**src/rtl/rv_wb_arbiter_pkg.sv**
```systemverilog
// Shared types and defaults for the register-file writeback arbiter.
package rv_wb_arbiter_pkg;

    typedef enum logic [1:0] {
        ARB_IDLE,
        ARB_WAIT,
        ARB_FORCE
    } arb_state_e;

    typedef struct packed {
        logic [31:0] data;
        logic [4:0]  rd;
    } wb_entry_t;

    localparam int unsigned FIFO_DEPTH_DEFAULT   = 2;
    localparam int unsigned STARVE_LIMIT_DEFAULT = 4;

    // x0 is hardwired, so it never contributes a pending bit.
    function automatic logic [31:0] rd_onehot(input logic [4:0] rd);
        logic [31:0] oh;
        oh = '0;
        if (rd != 5'd0) begin
            oh[rd] = 1'b1;
        end
        return oh;
    endfunction

endpackage

```
**src/rtl/rv_wb_fifo.sv**
```systemverilog
// Small synchronous FIFO of writeback entries; exposes per-entry valid/rd for hazard masking.
module rv_wb_fifo
    import rv_wb_arbiter_pkg::*;
#(
    parameter int unsigned Depth = FIFO_DEPTH_DEFAULT
) (
    input  logic                         clk_i,
    input  logic                         rst_ni,
    input  logic                         push_i,
    input  wb_entry_t                    entry_i,
    input  logic                         pop_i,
    output wb_entry_t                    head_o,
    output logic                         full_o,
    output logic                         empty_o,
    output logic [$clog2(Depth+1)-1:0]   count_o,
    output logic [Depth-1:0]             valid_o,
    output logic [Depth-1:0][4:0]        rd_o
);

    localparam int unsigned PtrW = $clog2(Depth);
    localparam int unsigned CntW = $clog2(Depth + 1);

    wb_entry_t             mem_q [Depth];
    logic [PtrW-1:0]       wptr_q, wptr_d;
    logic [PtrW-1:0]       rptr_q, rptr_d;
    logic [CntW-1:0]       count_q, count_d;
    logic [Depth-1:0]      valid_q, valid_d;
    logic                  push_ok, pop_ok;

    assign full_o  = (count_q == CntW'(Depth));
    assign empty_o = (count_q == CntW'(0));
    assign push_ok = push_i && !full_o;
    assign pop_ok  = pop_i && !empty_o;

    always_comb begin
        wptr_d  = wptr_q;
        rptr_d  = rptr_q;
        valid_d = valid_q;
        count_d = count_q + CntW'(push_ok) - CntW'(pop_ok);
        // Push and pop never share a slot: push needs not-full, pop needs not-empty.
        if (push_ok) begin
            valid_d[wptr_q] = 1'b1;
            wptr_d          = wptr_q + PtrW'(1);
        end
        if (pop_ok) begin
            valid_d[rptr_q] = 1'b0;
            rptr_d          = rptr_q + PtrW'(1);
        end
    end

    always_ff @(posedge clk_i) begin
        if (!rst_ni) begin
            wptr_q  <= '0;
            rptr_q  <= '0;
            count_q <= '0;
            valid_q <= '0;
        end else begin
            wptr_q  <= wptr_d;
            rptr_q  <= rptr_d;
            count_q <= count_d;
            valid_q <= valid_d;
        end
    end

    always_ff @(posedge clk_i) begin
        if (push_ok) begin
            mem_q[wptr_q] <= entry_i;
        end
    end

    always_comb begin
        for (int i = 0; i < Depth; i++) begin
            rd_o[i] = mem_q[i].rd;
        end
    end

    assign head_o  = mem_q[rptr_q];
    assign count_o = count_q;
    assign valid_o = valid_q;

endmodule

```
**src/rtl/rv_wb_arbiter.sv**
```systemverilog
// Register-file write-port arbiter: pipeline writeback vs. buffered out-of-band results,
// with starvation-forced drain and a pending-destination mask for the hazard unit.
module rv_wb_arbiter
    import rv_wb_arbiter_pkg::*;
#(
    parameter int unsigned FIFO_DEPTH   = FIFO_DEPTH_DEFAULT,
    parameter int unsigned STARVE_LIMIT = STARVE_LIMIT_DEFAULT
) (
    input  logic        i_clk,
    input  logic        i_reset_n,
    input  logic [31:0] i_pipe_data,
    input  logic [4:0]  i_pipe_rd,
    input  logic        i_pipe_reg_write,
    output logic        o_pipe_stall,
    input  logic        i_async_valid,
    input  logic [31:0] i_async_data,
    input  logic [4:0]  i_async_rd,
    output logic        o_async_ready,
    output logic [31:0] o_data,
    output logic [4:0]  o_rd,
    output logic        o_reg_write,
    output logic [31:0] o_pending_mask
);

    localparam int unsigned CntW  = $clog2(FIFO_DEPTH + 1);
    localparam int unsigned StrvW = $clog2(STARVE_LIMIT + 1);
    localparam logic [StrvW-1:0] StarveMax = StrvW'(STARVE_LIMIT);

    arb_state_e                 state_q, state_d;
    logic [StrvW-1:0]           starve_q, starve_d;
    logic                       reg_write_q, reg_write_d;
    logic [4:0]                 rd_q, rd_d;
    logic [31:0]                data_q, data_d;

    wb_entry_t                  push_entry, head;
    logic                       push, pop, pipe_live;
    logic                       fifo_full, fifo_empty;
    logic [CntW-1:0]            fifo_count, count_next;
    logic [FIFO_DEPTH-1:0]      fifo_valid;
    logic [FIFO_DEPTH-1:0][4:0] fifo_rd;

    assign pipe_live       = i_pipe_reg_write && (i_pipe_rd != 5'd0);
    assign push            = i_async_valid && !fifo_full;
    assign push_entry.data = i_async_data;
    assign push_entry.rd   = i_async_rd;

    rv_wb_fifo #(
        .Depth (FIFO_DEPTH)
    ) u_fifo (
        .clk_i   (i_clk),
        .rst_ni  (i_reset_n),
        .push_i  (push),
        .entry_i (push_entry),
        .pop_i   (pop),
        .head_o  (head),
        .full_o  (fifo_full),
        .empty_o (fifo_empty),
        .count_o (fifo_count),
        .valid_o (fifo_valid),
        .rd_o    (fifo_rd)
    );

    always_comb begin
        pop          = 1'b0;
        o_pipe_stall = 1'b0;
        starve_d     = starve_q;
        reg_write_d  = 1'b0;
        rd_d         = rd_q;
        data_d       = data_q;

        unique case (state_q)
            ARB_IDLE: begin
                if (pipe_live) begin
                    reg_write_d = 1'b1;
                    rd_d        = i_pipe_rd;
                    data_d      = i_pipe_data;
                end
            end
            ARB_WAIT: begin
                if (pipe_live) begin
                    reg_write_d = 1'b1;
                    rd_d        = i_pipe_rd;
                    data_d      = i_pipe_data;
                    if (starve_q < StarveMax) begin
                        starve_d = starve_q + StrvW'(1);
                    end
                end else begin
                    pop = !fifo_empty;
                end
            end
            ARB_FORCE: begin
                pop          = !fifo_empty;
                o_pipe_stall = pipe_live;
            end
            default: ;
        endcase

        // A head targeting x0 is retired silently.
        if (pop) begin
            starve_d = '0;
            if (head.rd != 5'd0) begin
                reg_write_d = 1'b1;
                rd_d        = head.rd;
                data_d      = head.data;
            end
        end

        count_next = fifo_count + CntW'(push) - CntW'(pop);
        if (count_next == CntW'(0)) begin
            state_d = ARB_IDLE;
        end else if (starve_d == StarveMax) begin
            state_d = ARB_FORCE;
        end else begin
            state_d = ARB_WAIT;
        end
    end

    always_ff @(posedge i_clk) begin
        if (!i_reset_n) begin
            state_q     <= ARB_IDLE;
            starve_q    <= '0;
            reg_write_q <= 1'b0;
            rd_q        <= '0;
            data_q      <= '0;
        end else begin
            state_q     <= state_d;
            starve_q    <= starve_d;
            reg_write_q <= reg_write_d;
            rd_q        <= rd_d;
            data_q      <= data_d;
        end
    end

    always_comb begin
        o_pending_mask = '0;
        for (int i = 0; i < FIFO_DEPTH; i++) begin
            if (fifo_valid[i]) begin
                o_pending_mask = o_pending_mask | rd_onehot(fifo_rd[i]);
            end
        end
    end

    assign o_async_ready = !fifo_full;
    assign o_reg_write   = reg_write_q;
    assign o_rd          = rd_q;
    assign o_data        = data_q;

endmodule

```
**config.mk**
```make
export PLATFORM = sky130hd
export DESIGN_NAME = rv_wb_arbiter
export DESIGN_NICKNAME = d
export VERILOG_FILES = /design/src/rtl/rv_wb_arbiter_pkg.sv /design/src/rtl/rv_wb_fifo.sv /design/src/rtl/rv_wb_arbiter.sv
export SDC_FILE = /design/constraint.sdc
export NUM_CORES = 1
export LEC_CHECK = 0
export BUFFER_PORTS_ARGS = -buffer_cell sky130_fd_sc_hd__buf_2
export CORE_UTILIZATION = 47
export CTS_BUF_LIST = sky130_fd_sc_hd__clkbuf_16
export CTS_CLUSTER_DIAMETER = 40
export DETAILED_ROUTE_END_ITERATION = 7
export GPL_ROUTABILITY_DRIVEN = 0
export GPL_TIMING_DRIVEN = 0
export PLACE_DENSITY = 0.76
export SLEW_MARGIN = 20
export SYNTH_ARGS = -nofsm -noshare
export SYNTH_HDL_FRONTEND = slang
export SYNTH_HIERARCHICAL = 1
export SYNTH_SLANG_ARGS = --single-unit
```
**constraint.sdc**
```tcl
create_clock -name i_clk -period 2.5 [get_ports i_clk]
set_clock_uncertainty 0.15 [all_clocks]
set_input_delay 0.125 -clock i_clk [delete_from_list [all_inputs] [get_ports i_clk]]
set_output_delay 0.125 -clock i_clk [all_outputs]
set_load 0.01 [all_outputs]
```
==> impl_metrics.json, run 1 <==
{
  "outcome": "finished with violations",
  "violations": "negative setup slack",
  "grt_pass1_wl_microns": 21600,
  "hp-class": "primary input to flop",
  "postRouteWirelength_microns": 14700,
  "rr_endpoint": "o_data[27]$_SDFF_PN0_",
  "core_area_sq_um": 11400,
  "syn_nets": 514,
  "worstPathMaxFanout": 10,
  "area.sequential_sq_um": 3220,
  "rr_worst_depth": 10,
  "multiInputGateArea_sq_um": 2120,
  "seq_area_frac_synth": 0.585,
  "min_period_over_period": 1.00,
  "cp_cell_sequence": "buf_6 -> buf_12 -> mux2_2 -> or4_4 -> nor2_2 -> or3_4 -> buf_12 -> clkbuf_16 -> o21ai_0 -> a21oi_1",
  "port-buffer-count": 148,
  "critPathTopFamily": "simple AND/OR/NAND/NOR gates",
  "antenna_cells": 0,
  "antenna_found_initial": 0,
  "nets": 773,
  "n_fill_cell": 796,
  "clkPwrFrac": 0.385,
  "num_rows": 39,
  "die_h_microns": 110,
  "tightest_slew_ns": 0.504,
  "critPathKind": "flop to flop",
  "critPathLaunchType": "flop",
  "hold_viol_final": 0,
  "antenna_left": 0,
  "hpwl_microns": 9020,
  "max_stage_delay_ns": 0.55,
  "synth_edf_count": 74,
  "crit_required_ns": 2.69,
  "ctsRootBufferMaster": "clkbuf_16",
  "endpoint": "o_data[27]$_SDFF_PN0_",
  "clock_latency_ns": 0.41,
  "avgSynthCellArea_sq_um": 12.8,
  "drc": 0,
  "grt_max_degree": 24,
  "ioPinCount": 150,
  "path_common_cell": "buf_12",
  "combPwrFrac": 0.198,
  "grt_pass1_vias": 4524,
  "cp_num_buf_inv": 4,
  "path_depth": 10,
  "grtUsageTotal": 0.240,
  "first_iter_violations": 262,
  "max_cap_viol_count": 0,
  "synth.distinct_cells": 48,
  "dpl_worst_slack_ns": -0.414,
  "min_period_ns": 2.50,
  "fin_area_sq_um": 8130,
  "path_clk_slew_ns": 0.06,
  "synth_cells": 430,
  "cts_buffer_depth": 2,
  "p_int_mw": 4.50,
  "layout_setup_ws_ns": -0.000163,
  "syn_to_final_growth_pct": 47.5,
  "avgRoutedWirePerCell_microns": 17.4,
  "fp.dieW_microns": 110,
  "vias": 4630,
  "setup_viol": 1,
  "slew_violations": 0,
  "cts_tree": "yes",
  "end_kind": "flop",
  "die-area_sq_um": 12200,
  "critical_path_arrival_ns": 2.69,
  "synth_area_sq_um": 5510,
  "cts-buffers-inserted": 17,
  "irDropWorstVdd_mv": 0.529,
  "h-tree-depth": 4,
  "fmax_ghz": 0.400,
  "r2r_slack_ns": -0.0002,
  "yosysWarnings": 6,
  "overflow": 0,
  "p_per_area_nw_per_um2": 755,
  "dpl_cell_area_sq_um": 6500,
  "crit_slowest_cell": "or4_4",
  "slew_headroom": 0.664,
  "initial_core_util": 0.483,
  "power.leakage_nw": 3.42,
  "final_layout_size_suffix_gt1_frac": 0.417,
  "synth_ff_type": "edfxtp_1",
  "clock_sinks": 124,
  "async_flop_share": 0,
  "swShare": 0.267,
  "yosys_register_bits": 124,
  "first_pass_iters": 7,
  "vias_per_cell": 5.48,
  "power.switching_mw": 1.64,
  "p_seq_frac": 0.417
}
==> per-layer routing <==
layer  vias up  track usage  part of all wire
met5         -            0                 0
met4         0       0.0789             0.016
met3        32       0.0570             0.060
met2       215        0.447              0.52
met1      2219        0.268              0.40
li1       2164            -                 -
==> worst min path at each step <==
stage | from | end | slack, ns | depth (start not counted)
floorplan | i_async_rd[0] | u_fifo/mem_q[0][0]$_DFFE_PP_ | 0.07 | 0
global placement | i_async_rd[2] | u_fifo/mem_q[1][2]$_DFFE_PP_ | 0.16 | 1
detailed placement | i_async_data[8] | u_fifo/mem_q[1][13]$_DFFE_PP_ | 0.17 | 1
CTS | i_pipe_rd[1] | o_rd[1]$_SDFF_PN0_ | 0.01 | 4
global route | i_pipe_rd[4] | o_rd[4]$_SDFF_PN0_ | 0.07 | 4
finish | i_pipe_rd[4] | o_rd[4]$_SDFF_PN0_ | 0.03 | 4
==> kinds of logic after synthesis <==
kind of cell    Yosys count  synth area share
other cells               1          0.000680
fa+ha+maj                 6            0.0136
buf+inv                  40            0.0461
simple gates             61            0.0708
compound gates          121             0.138
mux                      70             0.135
xor+xnor                  7            0.0111
flops                   124             0.585
==> registers in the layout, indices dropped and copies added, names as in the netlist, 2 cells and up, named ones only <==
register        count
o_rd                5
state_q             2
starve_q            3
u_fifo/mem_q       74
u_fifo/count_o      2
o_data             32
u_fifo/valid_o      2
==> final cells by class <==
cell class	count	area share
flip-flops and latches	124	0.397
multi-input cells	266	0.260
repair buffers	240	0.207
clock buffers	17	0.0523
plain buffers	33	0.0405
well taps	143	0.0220
clock inverters	15	0.0185
inverters	7	0.00323
==> metrics by stage <==
stage / setup TNS [ns] / total power [mW] / std cells / hold WS [ns] / utilization
after floorplan: 0 / 3.24 / 430 / 0.0739 / -
after global placement: -51.33 / 3.54 / 721 / 0.165 / 0.564
after detailed placement: -11.73 / 3.61 / 725 / 0.166 / 0.569
after CTS: 0 / 6.09 / 833 / 0.0108 / 0.695
after global routing: -0.622 / 6.37 / 845 / 0.0689 / 0.712
final: -0.000163 / 6.14 / 845 / 0.0274 / 0.712
==> power by group through the flow <==
| stage | logic [mW] | clock network [mW] | registers, mW |
|---|---|---|---|
| global route | 1.31 | 2.47 | 2.58 |
| floorplan | 0.633 | 0 | 2.61 |
| global placement | 0.958 | 0 | 2.58 |
| CTS | 1.16 | 2.38 | 2.55 |
| detailed placement | 1.03 | 0 | 2.59 |
| finish | 1.21 | 2.36 | 2.56 |
==> worst reg2reg max path, stage by stage, from the launching register on <==
cell,delay (ns)
dfxtp_2,0.32
buf_6,0.12
buf_12,0.11
mux2_2,0.36
or4_4,0.55
nor2_2,0.13
or3_4,0.14
buf_12,0.14
clkbuf_16,0.17
o21ai_0,0.10
a21oi_1,0.15
==> synth_stat cells (2+ instances only) <==
| master | instances | area (sq um) |
|---|---|---|
| edfxtp_1 | 74 | 2220 |
| a21boi_0 | 2 | 15.0 |
| o221a_1 | 2 | 22.5 |
| xor2_1 | 6 | 52.6 |
| nand4b_1 | 2 | 17.5 |
| ha_1 | 6 | 75.1 |
| or3_1 | 5 | 31.3 |
| o21a_1 | 2 | 15.0 |
| o21ai_0 | 33 | 165 |
| nand3b_1 | 10 | 75.1 |
| or3b_2 | 6 | 52.6 |
| and3_1 | 2 | 12.5 |
| dfxtp_1 | 50 | 1000 |
| o22ai_1 | 31 | 194 |
| inv_1 | 6 | 22.5 |
| buf_6 | 4 | 45.0 |
| nand2_1 | 4 | 15.0 |
| a22o_1 | 5 | 43.8 |
| clkbuf_1 | 5 | 18.8 |
| nor2_1 | 11 | 41.3 |
| mux2_2 | 37 | 417 |
| mux2i_1 | 33 | 330 |
| nand3_1 | 4 | 20.0 |
| buf_4 | 18 | 135 |
| a21oi_2 | 5 | 43.8 |
| buf_2 | 3 | 15.0 |
| a21oi_1 | 29 | 145 |
| a22oi_1 | 5 | 37.5 |
| nor3_1 | 4 | 20.0 |
| o21ai_2 | 2 | 17.5 |
| nor2b_1 | 6 | 37.5 |
| clkbuf_2 | 2 | 10.0 |
==> what timing repair did <==
action                     4_1_cts  5_1_grt
hold buffers                    71        0
gates cloned                     0        2
hold endpoints to repair       114        0
pin swaps                        2        3
gates resized for setup         23       26
buffers inserted                 5       10
setup endpoints to repair       40       36
==> cells in the final DEF, fill, tap and decap left out, types with 10 or more instances in the layout <==
cell | Yosys | routed
nand3b_1 | 10 | 10
edfxtp_1 | 74 | 74
dfxtp_1 | 50 | 49
clkbuf_16 | 0 | 20
o22ai_1 | 31 | 31
dlygate4sd3_1 | 0 | 71
buf_4 | 18 | 30
mux2_2 | 37 | 35
o21ai_0 | 33 | 22
a21oi_1 | 29 | 29
o21ai_1 | 0 | 11
mux2i_1 | 33 | 33
buf_2 | 3 | 148
Note: power is estimated with default switching activity, not from simulation.
==> run 2, diff against run 1 <==
Settings changed: GPL_TIMING_DRIVEN 0 to unset.
==> run 2 against run 1 <==
  * Worst hold slack got worse by 0.0021 ns
  * Cell count fell by 4.5%
  * Critical endpoint is now o_data[13]$_SDFF_PN0_
  * Setup slack improved by 0.090 ns
  * Combinational power fell by 9.9%
  * Sequential share of layout area rose by 2.2 points
  * Largest cell class unchanged
  * The flow now finishes without violations
  * Fmax rose by 3.7%
  * Sequential power barely moved
  * Critical path depth fell by 2
  * Highest routed layer unchanged
  * Clock-buffer cell count did not move
==> impl_metrics.json, run 2 (synthesized netlist as in run 1, its figures left out) <==
{
  "clock_latency_ns": 0.40,
  "tightest_slew_ns": 1.05,
  "hold_viol_final": 0,
  "hp-class": "primary input to flop",
  "final_util": 0.675,
  "die-area_sq_um": 12200,
  "irDropWorstVdd_mv": 0.481,
  "crit_slowest_cell": "or3_2",
  "critPathTopFamily": "simple AND/OR/NAND/NOR gates",
  "rsz0062_at_grt": "no",
  "final_common_cell": "buf_2",
  "outcome": "finished clean",
  "largest_register_ffs": 74,
  "final_layout_size_suffix_gt1_frac": 0.384,
  "first_pass_iters": 5,
  "setup-tns-final_ns": 0,
  "setup_viol": 0,
  "cts_tree": "yes",
  "grt_pass1_wl_microns": 19900,
  "vias_per_cell": 5.36,
  "multiInputGateArea_sq_um": 2080,
  "overflow": 0,
  "cts-buffers-inserted": 17,
  "max_stage_delay_ns": 0.59,
  "drc": 0,
  "cp_num_buf_inv": 2,
  "layout_common_cells": "148 x buf_2, 74 x edfxtp_1, 70 x dlygate4sd3_1",
  "antenna_found_initial": 0,
  "critPathKind": "flop to flop",
  "slew_violations": 0,
  "antenna_left": 0,
  "syn_to_final_growth_pct": 39.7,
  "ctsRootBufferMaster": "clkbuf_16",
  "postCtsSetupBuffers": 0,
  "crit_required_ns": 2.63,
  "core_area_sq_um": 11400,
  "grtUsageTotal": 0.217,
  "largest-register": "u_fifo/mem_q",
  "avgRoutedWirePerCell_microns": 16.3,
  "nets": 735,
  "clock_sinks": 124,
  "grt_max_degree": 45,
  "min_period_over_period": 0.964,
  "dp_cells": 705,
  "vias": 4328,
  "grt_pass1_vias": 4278,
  "antenna_cells": 0,
  "first_iter_violations": 312,
  "critical_path_arrival_ns": 2.54,
  "num_rows": 39,
  "cp_cell_sequence": "inv_1 -> ha_2 -> nor3b_4 -> a221oi_4 -> or3_2 -> buf_12 -> o21ai_0 -> a21oi_2",
  "n_fill_cell": 822,
  "area.sequential_sq_um": 3220,
  "initial_core_util": 0.483,
  "fp.dieW_microns": 110,
  "worstPathMaxFanout": 44,
  "h-tree-depth": 4,
  "finalNonFillerCells": 807,
  "max_cap_viol_count": 0,
  "min_period_ns": 2.41,
  "fmax_ghz": 0.415,
  "whs_ns": 0.0253,
  "critPathLaunchType": "flop",
  "postRouteWirelength_microns": 13200,
  "power.leakage_nw": 3.21,
  "slew_headroom": 0.303,
  "cts_buffer_depth": 2,
  "port-buffer-count": 148,
  "ioPinCount": 150,
  "p_per_area_nw_per_um2": 784,
  "path_clk_slew_ns": 0.05,
  "hpwl_microns": 8100,
  "die_h_microns": 110,
  "end_kind": "flop"
}
[run 2: layout make-up]
cell class | count | area share
Sequential cell | 124 | 0.419
Multi-Input combinational cell | 266 | 0.270
Inverter | 7 | 0.00341
Clock inverter | 15 | 0.0206
Tap cell | 143 | 0.0232
Clock buffer | 17 | 0.0552
Timing Repair Buffer | 235 | 0.209
[run 2: worst register-to-register path, cell delays in order (launching register included)]
cell	delay [ns]
dfxtp_1	0.31
inv_1	0.07
ha_2	0.23
nor3b_4	0.24
a221oi_4	0.12
or3_2	0.59
buf_12	0.21
o21ai_0	0.32
a21oi_2	0.04
[run 2: final timing paths]
check | start | endpoint | slack (ns) | depth (start not counted)
worst max-delay path | state_q[1]$_SDFF_PP0_ | o_data[13]$_SDFF_PN0_ | 0.09 | 8
worst min-delay path | i_pipe_rd[2] | o_rd[2]$_SDFF_PN0_ | 0.03 | 4
worst max register to register | state_q[1]$_SDFF_PP0_ | o_data[13]$_SDFF_PN0_ | 0.09 | 8
worst min register to register | starve_q[2]$_SDFF_PN0_ | starve_q[2]$_SDFF_PN0_ | 0.36 | 2
[run 2: stage by stage]
stage | total power, mW | instance area (sq um) | setup WS, ns
finish | 6.03 | 7700 | 0.0894
global route | 6.29 | 7700 | 0.0227
CTS | 6.04 | 7680 | 0.0605
detailed placement | 3.57 | 6390 | 0.0565
global placement | 3.52 | 6390 | 0.124
floorplan | 3.24 | 5520 | 0.0470
[run 2: power breakdown]
| group | leakage, nW | internal, mW | switching [mW] | total, mW |
|---|---|---|---|---|
| clock | 0.284 | 1.55 | 0.842 | 2.39 |
| combinational | 1.82 | 0.529 | 0.562 | 1.09 |
| sequential | 1.10 | 2.44 | 0.113 | 2.56 |
| total | 3.21 | 4.52 | 1.52 | 6.03 |
[run 2: layer usage]
| layer | track usage | vias to the layer above | wire length [microns] |
|---|---|---|---|
| met5 | 0 | - | 0 |
| li1 | - | 2083 | - |
| met3 | 0.0488 | 4 | 776 |
| met4 | 0.0752 | 0 | 42 |
| met1 | 0.245 | 2070 | 5440 |
| met2 | 0.401 | 171 | 6920 |
[run 2: repair_timing]
action | in CTS | in global routing
endpoints found under the setup margin | 0 | 2
resized for setup | 0 | 6
endpoints found under the hold margin | 107 | 0
hold buffers | 70 | 0
==> run 3, diff against run 2 <==
==> constraint.sdc (replaced) <==
create_clock -name i_clk -period 2.5 [get_ports i_clk]
set_clock_uncertainty 0.15 [all_clocks]
set_input_delay 0.25 -clock i_clk [delete_from_list [all_inputs] [get_ports i_clk]]
set_output_delay 0.25 -clock i_clk [all_outputs]
set_load 0.01 [all_outputs]
==> run 3 against run 2 <==
  * Routed wire length up 2.0%
  * Global-route usage rose by 0.57 points
  * Highest routed layer unchanged
  * Power grew 4.6%
  * Non-clock buffer count decreased by 2
==> impl_metrics.json, run 3 (synthesized netlist as in run 1, its figures left out) <==
{
  "port-buffer-count": 148,
  "cp_num_buf_inv": 1,
  "final_common_cell": "buf_2",
  "overflow": 0,
  "worstPathMaxFanout": 4,
  "grt_pass1_wl_microns": 20200,
  "cts_tree": "yes",
  "crit_slowest_cell": "a2111o_1",
  "fmax_ghz": 0.429,
  "hold_viol_final": 0,
  "path_clk_slew_ns": 0.05,
  "irDropWorstVdd_mv": 0.659,
  "outcome": "finished clean",
  "rr_worst_depth": 11,
  "antenna_found_initial": 0,
  "cts_buffer_depth": 2,
  "clock_latency_ns": 0.40,
  "antenna_left": 0,
  "n_fill_cell": 810,
  "p_per_area_nw_per_um2": 814,
  "whs_ns": 0.0178,
  "first_pass_iters": 4,
  "slew_violations": 0,
  "crit_required_ns": 2.69,
  "grt_max_degree": 37,
  "critical_path_arrival_ns": 2.52,
  "min_period_over_period": 0.932,
  "multiInputGateArea_sq_um": 2100,
  "first_iter_violations": 256,
  "fp.dieW_microns": 110,
  "holdPathStages": 3,
  "critPathKind": "flop to flop",
  "clock_sinks": 124,
  "die-area_sq_um": 12200,
  "min_period_ns": 2.33,
  "grtUsageTotal": 0.223,
  "rsz0062_at_grt": "no",
  "initial_core_util": 0.483,
  "largest_register_ffs": 74,
  "num_rows": 39,
  "nets": 733,
  "h-tree-depth": 4,
  "syn_to_final_growth_pct": 40.6,
  "r2r_slack_ns": 0.17,
  "vias_per_cell": 5.45,
  "finalNonFillerCells": 805,
  "dp_cells": 708,
  "hp-class": "primary input to flop",
  "largest-register": "u_fifo/mem_q",
  "area.sequential_sq_um": 3230,
  "die_h_microns": 110,
  "hpwl_microns": 8260,
  "critPathLaunchType": "flop",
  "postRouteWirelength_microns": 13400,
  "layout_common_cells": "148 x buf_2, 74 x edfxtp_1, 63 x dlygate4sd3_1",
  "grt_pass1_vias": 4357,
  "critPathTopFamily": "compound AO/OA/AOI/OAI gates",
  "drc": 0,
  "max_cap_viol_count": 0,
  "rr_endpoint": "u_fifo/count_o[1]$_SDFF_PN0_",
  "avgRoutedWirePerCell_microns": 16.7,
  "cts-buffers-inserted": 17,
  "antenna_cells": 0,
  "hold_end": "o_data[2]$_SDFF_PN0_",
  "core_area_sq_um": 11400,
  "path_common_cell": "o21ai_2",
  "setup_viol": 0,
  "regToRegStartpoint": "state_q[1]$_SDFF_PP0_",
  "ioPinCount": 150,
  "final_layout_size_suffix_gt1_frac": 0.406,
  "vias": 4389,
  "cp_cell_sequence": "inv_2 -> ha_4 -> nor3b_4 -> a221oi_4 -> nor2_2 -> o21ai_2 -> xor2_1 -> ha_2 -> xor2_2 -> a2111o_1 -> o21ai_2",
  "max_stage_delay_ns": 0.40,
  "min_from": "i_pipe_data[2]",
  "end_kind": "flop",
  "power.leakage_nw": 3.23,
  "ctsRootBufferMaster": "clkbuf_16"
}
-- run 3: cell count changes in the layout (fill, tap and decap cells not counted), sizes merged --
cell	change
dlygate4sd3	-7
inv	-1
buf	+5
clkinvlp	+1
bufinv	+2
clkinv	-2
-- run 3: layout make-up --
| type | count | share of cell area |
|---|---|---|
| Clock buffer | 17 | 0.0549 |
| Clock inverter | 15 | 0.0286 |
| Inverter | 7 | 0.00339 |
| Multi-Input combinational cell | 266 | 0.270 |
| Sequential cell | 124 | 0.416 |
| Tap cell | 143 | 0.0231 |
| Timing Repair Buffer | 233 | 0.204 |
-- run 3: how the worst max path moves through the flow --
stage | to | startpoint | cells past startpoint
5_1_grt | u_fifo/count_o[1]$_SDFF_PN0_ | state_q[1]$_SDFF_PP0_ | 11
6_report | u_fifo/count_o[1]$_SDFF_PN0_ | state_q[1]$_SDFF_PP0_ | 11
4_1_cts | u_fifo/count_o[1]$_SDFF_PN0_ | state_q[1]$_SDFF_PP0_ | 11
3_3_place_gp | o_data[23]$_SDFF_PN0_ | i_pipe_rd[2] | 6
2_1_floorplan | u_fifo/valid_o[0]$_SDFF_PN0_ | u_fifo/count_o[0]$_SDFF_PN0_ | 5
3_5_place_dp | o_data[25]$_SDFF_PN0_ | i_pipe_rd[2] | 6
-- run 3: repair_timing --
item / in CTS / in global routing
resized for setup: 0 / 9
setup endpoints to repair: 0 / 5
hold buffers: 63 / 0
endpoints found under the hold margin: 100 / 0
setup buffers: 0 / 1
-- run 3: power by group --
part           switching [mW]  internal [mW]
logic                   0.570          0.536
clock network           0.874           1.77
registers               0.123           2.44
total                    1.57           4.75
-- run 3: layer usage --
| metal | vias up | global-route usage | wire (microns) |
|---|---|---|---|
| met2 | 205 | 0.426 | 7060 |
| met5 | - | 0 | 0 |
| met4 | 0 | 0.0733 | 138 |
| met3 | 18 | 0.0558 | 819 |
| met1 | 2090 | 0.237 | 5430 |
| li1 | 2076 | - | - |
-- run 3: tightest hold or removal path, stage by stage --
cell and delay [ns]:
buf_2 0.07, mux2i_1 0.05, a21oi_1 0.15
-- run 3: stage by stage --
step           utilization  instance area (sq um)  setup WS (ns)  power (mW)  setup TNS [ns]
5_1_grt              0.679                   7750         0.0445        6.54               0
3_5_place_dp         0.562                   6410        -0.0637        3.58          -0.336
4_1_cts              0.674                   7690         0.0558        6.30               0
2_1_floorplan            -                   5520         0.0470        3.24               0
3_3_place_gp         0.562                   6410        0.00592        3.53               0
6_report             0.679                   7750          0.169        6.31               0
